**config.mk**
```make
export PLATFORM = sky130hd
export DESIGN_NAME = npu_v3_sel_chain
export DESIGN_NICKNAME = d
export VERILOG_FILES = /design/src/rtl/npu_v3_pkg.sv /design/src/rtl/npu_v3_sel_chain.sv
export SDC_FILE = /design/constraint.sdc
export NUM_CORES = 1
export LEC_CHECK = 0
export CAP_MARGIN = 10
export CORE_MARGIN = 3
export CORE_UTILIZATION = 45
export CTS_CLUSTER_DIAMETER = 200
export CTS_CLUSTER_SIZE = 8
export DETAILED_ROUTE_END_ITERATION = 7
export PLACE_DENSITY = 0.86
export SLEW_MARGIN = 5
export SYNTH_ARGS = -nofsm -noshare
export SYNTH_HDL_FRONTEND = slang
export SYNTH_SLANG_ARGS = --single-unit
export TNS_END_PERCENT = 1
```
**constraint.sdc**
```tcl
create_clock -name clk -period 1.9 [get_ports clk]
set_clock_uncertainty 0.2 [all_clocks]
set_input_delay 0.38 -clock clk [delete_from_list [all_inputs] [get_ports clk]]
set_output_delay 0.38 -clock clk [all_outputs]
set_load 0.02 [all_outputs]
```
**src/rtl/npu_v3_pkg.sv**
```systemverilog
// Shared types, width helpers and saturating arithmetic
// for the npu_v3 crossbar behavioural model.
package npu_v3_pkg;

  typedef enum logic [1:0] {
    S_IDLE,
    S_ACC,
    S_WR,
    S_FIN
  } state_t;

  function automatic int calc_aw(int nwl, int nbl);
    return $clog2((nwl > nbl) ? nwl : nbl) + 1;
  endfunction

  function automatic int calc_acc_w(int ib, int wb, int nwl);
    return ib + wb + $clog2(nwl);
  endfunction

  localparam int AW = calc_aw(32, 32);
  localparam int ACC_W = calc_acc_w(8, 6, 32);

  function automatic logic [15:0] sat_inc(
    logic [15:0] v,
    logic [15:0] mx
  );
    return (v >= mx) ? mx : v + 16'd1;
  endfunction

  function automatic logic [15:0] sat_dec(logic [15:0] v);
    return (v == 16'd0) ? 16'd0 : v - 16'd1;
  endfunction

  function automatic logic [31:0] sat_q(
    logic [31:0] a,
    int sh,
    logic [31:0] mx
  );
    logic [31:0] q;
    q = a >> sh;
    return (q > mx) ? mx : q;
  endfunction

endpackage

```
**src/rtl/npu_v3_sel_chain.sv**
```systemverilog
// Serial select chain shifted on a strobe rising edge.
// Shifts are locked out while the compute engine is busy.
module npu_v3_sel_chain
  import npu_v3_pkg::*;
#(
  parameter int N = 32,
  parameter int DIR = 0
) (
  input  logic         clk,
  input  logic         rst_n,
  input  logic         strobe,
  input  logic         d,
  input  logic         busy,
  output logic [N-1:0] sel,
  output logic         err
);

  logic strobe_q;
  logic edge_hit;

  assign edge_hit = strobe & ~strobe_q;
  assign err = edge_hit & busy;

  always_ff @(posedge clk) begin
    if (!rst_n) begin
      strobe_q <= 1'b0;
      sel <= '0;
    end else begin
      strobe_q <= strobe;
      if (edge_hit && !busy) begin
        if (DIR == 0) sel <= {sel[N-2:0], d};
        else sel <= {d, sel[N-1:1]};
      end
    end
  end

endmodule

```
# ---- After elaboration in Yosys (flattened, before gate mapping)
# Cells that the tools add are included.
dict set report classes {
  bitwise_logic 3
  reduce_logical 2
}
# cell n
set op_table {}
lappend op_table {{bitwise AND 1 bit} 2}
lappend op_table {{logical AND 1 bit} 1}
lappend op_table {{logical NOT 1 bit} 1}
lappend op_table {{NOT 1 bit} 1}
dict set report totals {
  ff_bits 33
  out_inout_bits 33
  wordCells 7
}

# ---- Logic depth before layout (Yosys ltp)
dict set report logic_depth {
  ltp_word 3
  ltp_mapped 4
}

# ---- Least setup slack after synthesis
# Ideal clock, no wire load.
dict set report synth_path {
  path_type {input -> register}
  from {in busy}
  to {reg sel[10]}
  setup_ns 0.072
  arrival_ns 0.991
  t_required_ns 1.628
  setup_slack_ns 0.637
  stages 4
  n_path_buf 2
  cell_sequence {nor3b_2 buf_6 buf_12 mux2i_1}
}
dict set report synth_between {
  elab_chain_len 2
}
# item line_no
set synth_lines {}
lappend synth_lines {{from (decl)} npu_v3_sel_chain.sv:13} ;# input logic busy,
lappend synth_lines {{logical NOT 1 bit} npu_v3_sel_chain.sv:30} ;# if (edge_hit && !busy) begin
lappend synth_lines {{logical AND 1 bit} npu_v3_sel_chain.sv:30}
lappend synth_lines {{to (signal assigned)} npu_v3_sel_chain.sv:31} ;# if (DIR == 0) sel <= {sel[N-2:0], d};
lappend synth_lines {{to (signal assigned)} npu_v3_sel_chain.sv:32} ;# else sel <= {d, sel[N-1:1]};
lappend synth_lines {{to (decl)} npu_v3_sel_chain.sv:14} ;# output logic [N-1:0] sel,
# No other way between the ends.
# A chain may end at the register's enable or synchronous reset.

# ---- Worst setup path after layout
dict set report layout_path {
  from {reg sel[6]}
  to {out sel[6]}
}
# No word-level cell between the ends.

==> summary.txt <==
Outcome - complete, no violations
Overflow after GRT - 0
Tot Pwr - 1.205 mW
Synth-to-layout area growth - 42.39%
Mapped Area - 1225 µm²
Htree depth - 2
Slew Limit Fails - 0
VDD IR-drop max - 541.3 µV
Pre-antenna DRT Iters - 3
Synth top cells by count - 33 x dfxtp_1, 33 x nand2_1, 32 x mux2i_1, 4 x buf_2, 3 x buf_12
CP max stage cell - clkdlybuf4s50_1
Initial antenna violation count - 0
Slew HR - 0.8084
Met1 usage - 0.1639
PD cells - 691.0 nW/µm²
Syn Nets - 114
Post-DP HPWL - 1714 µm
Synth area leaders - dfxtp_1 54%, mux2i_1 26%, nand2_1 10%
RSZ-0062 raised after global routing - false
Routability-driven placement congestion ratio - 0.6789
Syn avg cell area - 11.24 µm²
Area of the multi-input gates - 479.2 µm²
Number of flops mapped to enable cells by yosys - 0
Clk slew on worst S/H paths - 0.09 ns
WHS - 0.2763 ns
Vias in the first global route - 884
Top cell type's share of synthesized area - 0.5393
Vias - 882
Tcrit/Tclk final - 0.9701
Crit. End Element - output pin
Layer with the highest usage - met2
FFs w/ async S/R, synth - 0
Die height - 58.18 µm
PortBufs - 37
Inserted Diodes - 0
First-pass GRT wire length - 3801 µm
Grt met2 use - 0.2516
DRC errors left - 0
Worst path top cell family by delay - buffers and inverters
CTS buffer count - 5
Fillers - 203
Root Driver - clkbuf_4
Met3 GRT Util - 0.06682
CTS tree - done
Total Neg Setup Slack - 0 ns
Post-CTS setup buffer count - 0
Warning count from the yosys run - 0
Required time of the worst setup path - 1.32 ns
Total Routing Usage GR - 0.1495
Vias/cell - 4.846
Core Rows - 18
CP bufs+invs - 1
Post-synthesis sequential area ratio - 0.5393
Area leader, netlist - dfxtp_1
DP Area - 1618 µm²
Worst min-delay path class - register to register
Clock Latency Late Sink - 0.32 ns
Die footprint - 3384 µm²
Critical path type - register to output pin
Slack of the worst reg-to-reg path - 0.56 ns
Core area - 2522 µm²
Initial drt markers - 11
Sink Count - 33
Post-Synthesis Cells - 109
Crit start category - register
Leakage - 1.091 nW
Tmin final - 1.843 ns
Max-cap violations - 0
Die X - 58.18 µm
Post-route cell area - 1744 µm²
Layout cells sized above 1 - 0.1118
Largest stage delay on the critical path - 0.60 ns
Cells along the critical path - clkdlybuf4s50_1
Routed wire length - 2298 µm
Top Ports - 38
Layout Nets - 156
Hold Fails Final Rpt - 0
Largest net degree at the start of global routing - 18
Register area - 660.6 µm²
Worst-path fanout max - 2
Worst path arrival time - 1.26 ns
Unique masters post-synth - 9
Seq cells post-synth - 33
Starting density of the core - 0.4856
Post-route ant nets - 0
Endpoints failing setup - 0
Worst-Margin Slew - 0.2870 ns
Top_reg_cell synth - dfxtp_1
Fmax - 0.5426 GHz
Wire length per cell - 12.63 µm
Clock buffer depth - 2
worst paths after layout:
path                                           start                   end  depth (start not counted)
worst max-delay path             sel[6]$_SDFFE_PN0P_                sel[6]                          1
worst min-delay path            sel[31]$_SDFFE_PN0P_  sel[31]$_SDFFE_PN0P_                          2
worst max register to register   strobe_q$_SDFF_PN0_  sel[10]$_SDFFE_PN0P_                          3
worst min register to register  sel[31]$_SDFFE_PN0P_  sel[31]$_SDFFE_PN0P_                          2
registers in the layout (all words and copies together) (netlist names):
signal,count
sel,32
strobe_q,1
kinds of logic (layout without fill, tap and decap cells):
| logic type | count (synthesis) | after routing | synth area share |
|---|---|---|---|
| simple gates | 36 | 36 | 0.1246 |
| buf+inv | 8 | 51 | 0.07457 |
| mux | 32 | 32 | 0.2615 |
| flops | 33 | 33 | 0.5393 |
cell usage in the layout (no fill, tap or decap):
cell type and instances:
clkinv_2 1, buf_4 4, dlymetal6s2s_1 25, clkbuf_4 5, dlygate4sd2_1 1, and3b_2 1
buf_12 2, clkdlybuf4s50_1 10, dfxtp_1 33, clkbuf_8 2, nand2_1 33, and2_1 1
mux2i_1 32, buf_2 1, nor3b_4 1
what timing repair did:
item | CTS | global route
resized for setup | 4 | 26
endpoints found under the setup margin | 2 | 26
hold buffers | 0 | 0
pin swaps | 0 | 0
routing by layer:
layer | vias up | part of all wire
met5 | - | 0
met4 | 0 | 0.013
met3 | 4 | 0.059
met2 | 24 | 0.52
met1 | 406 | 0.41
li1 | 448 | -
layout make-up:
cell class,count,area share
Multi-Input combinational cell,68,0.2747
Clock inverter,1,0.002869
Clock buffer,7,0.03730
Sequential cell,33,0.3788
Tap cell,30,0.02152
Timing Repair Buffer,43,0.2848
per-stage QoR:
| step | utilization | setup WS [ns] | instances |
|---|---|---|---|
| 2_1_floorplan | - | 0.6373 | 109 |
| 3_3_place_gp | 0.6414 | -0.2968 | 174 |
| 3_5_place_dp | 0.6414 | -0.3090 | 174 |
| 4_1_cts | 0.6691 | 0.01394 | 182 |
| 5_1_grt | 0.6915 | 0.001370 | 182 |
| 6_report | 0.6915 | 0.05687 | 182 |
report_power, final:
group          internal, mW  total [mW]  switching [mW]
sequential            0.694       0.695         0.00187
combinational        0.0390      0.0744          0.0354
clock                 0.214       0.435           0.221
total                 0.947        1.21           0.258
(Power assumes the default switching activity.)
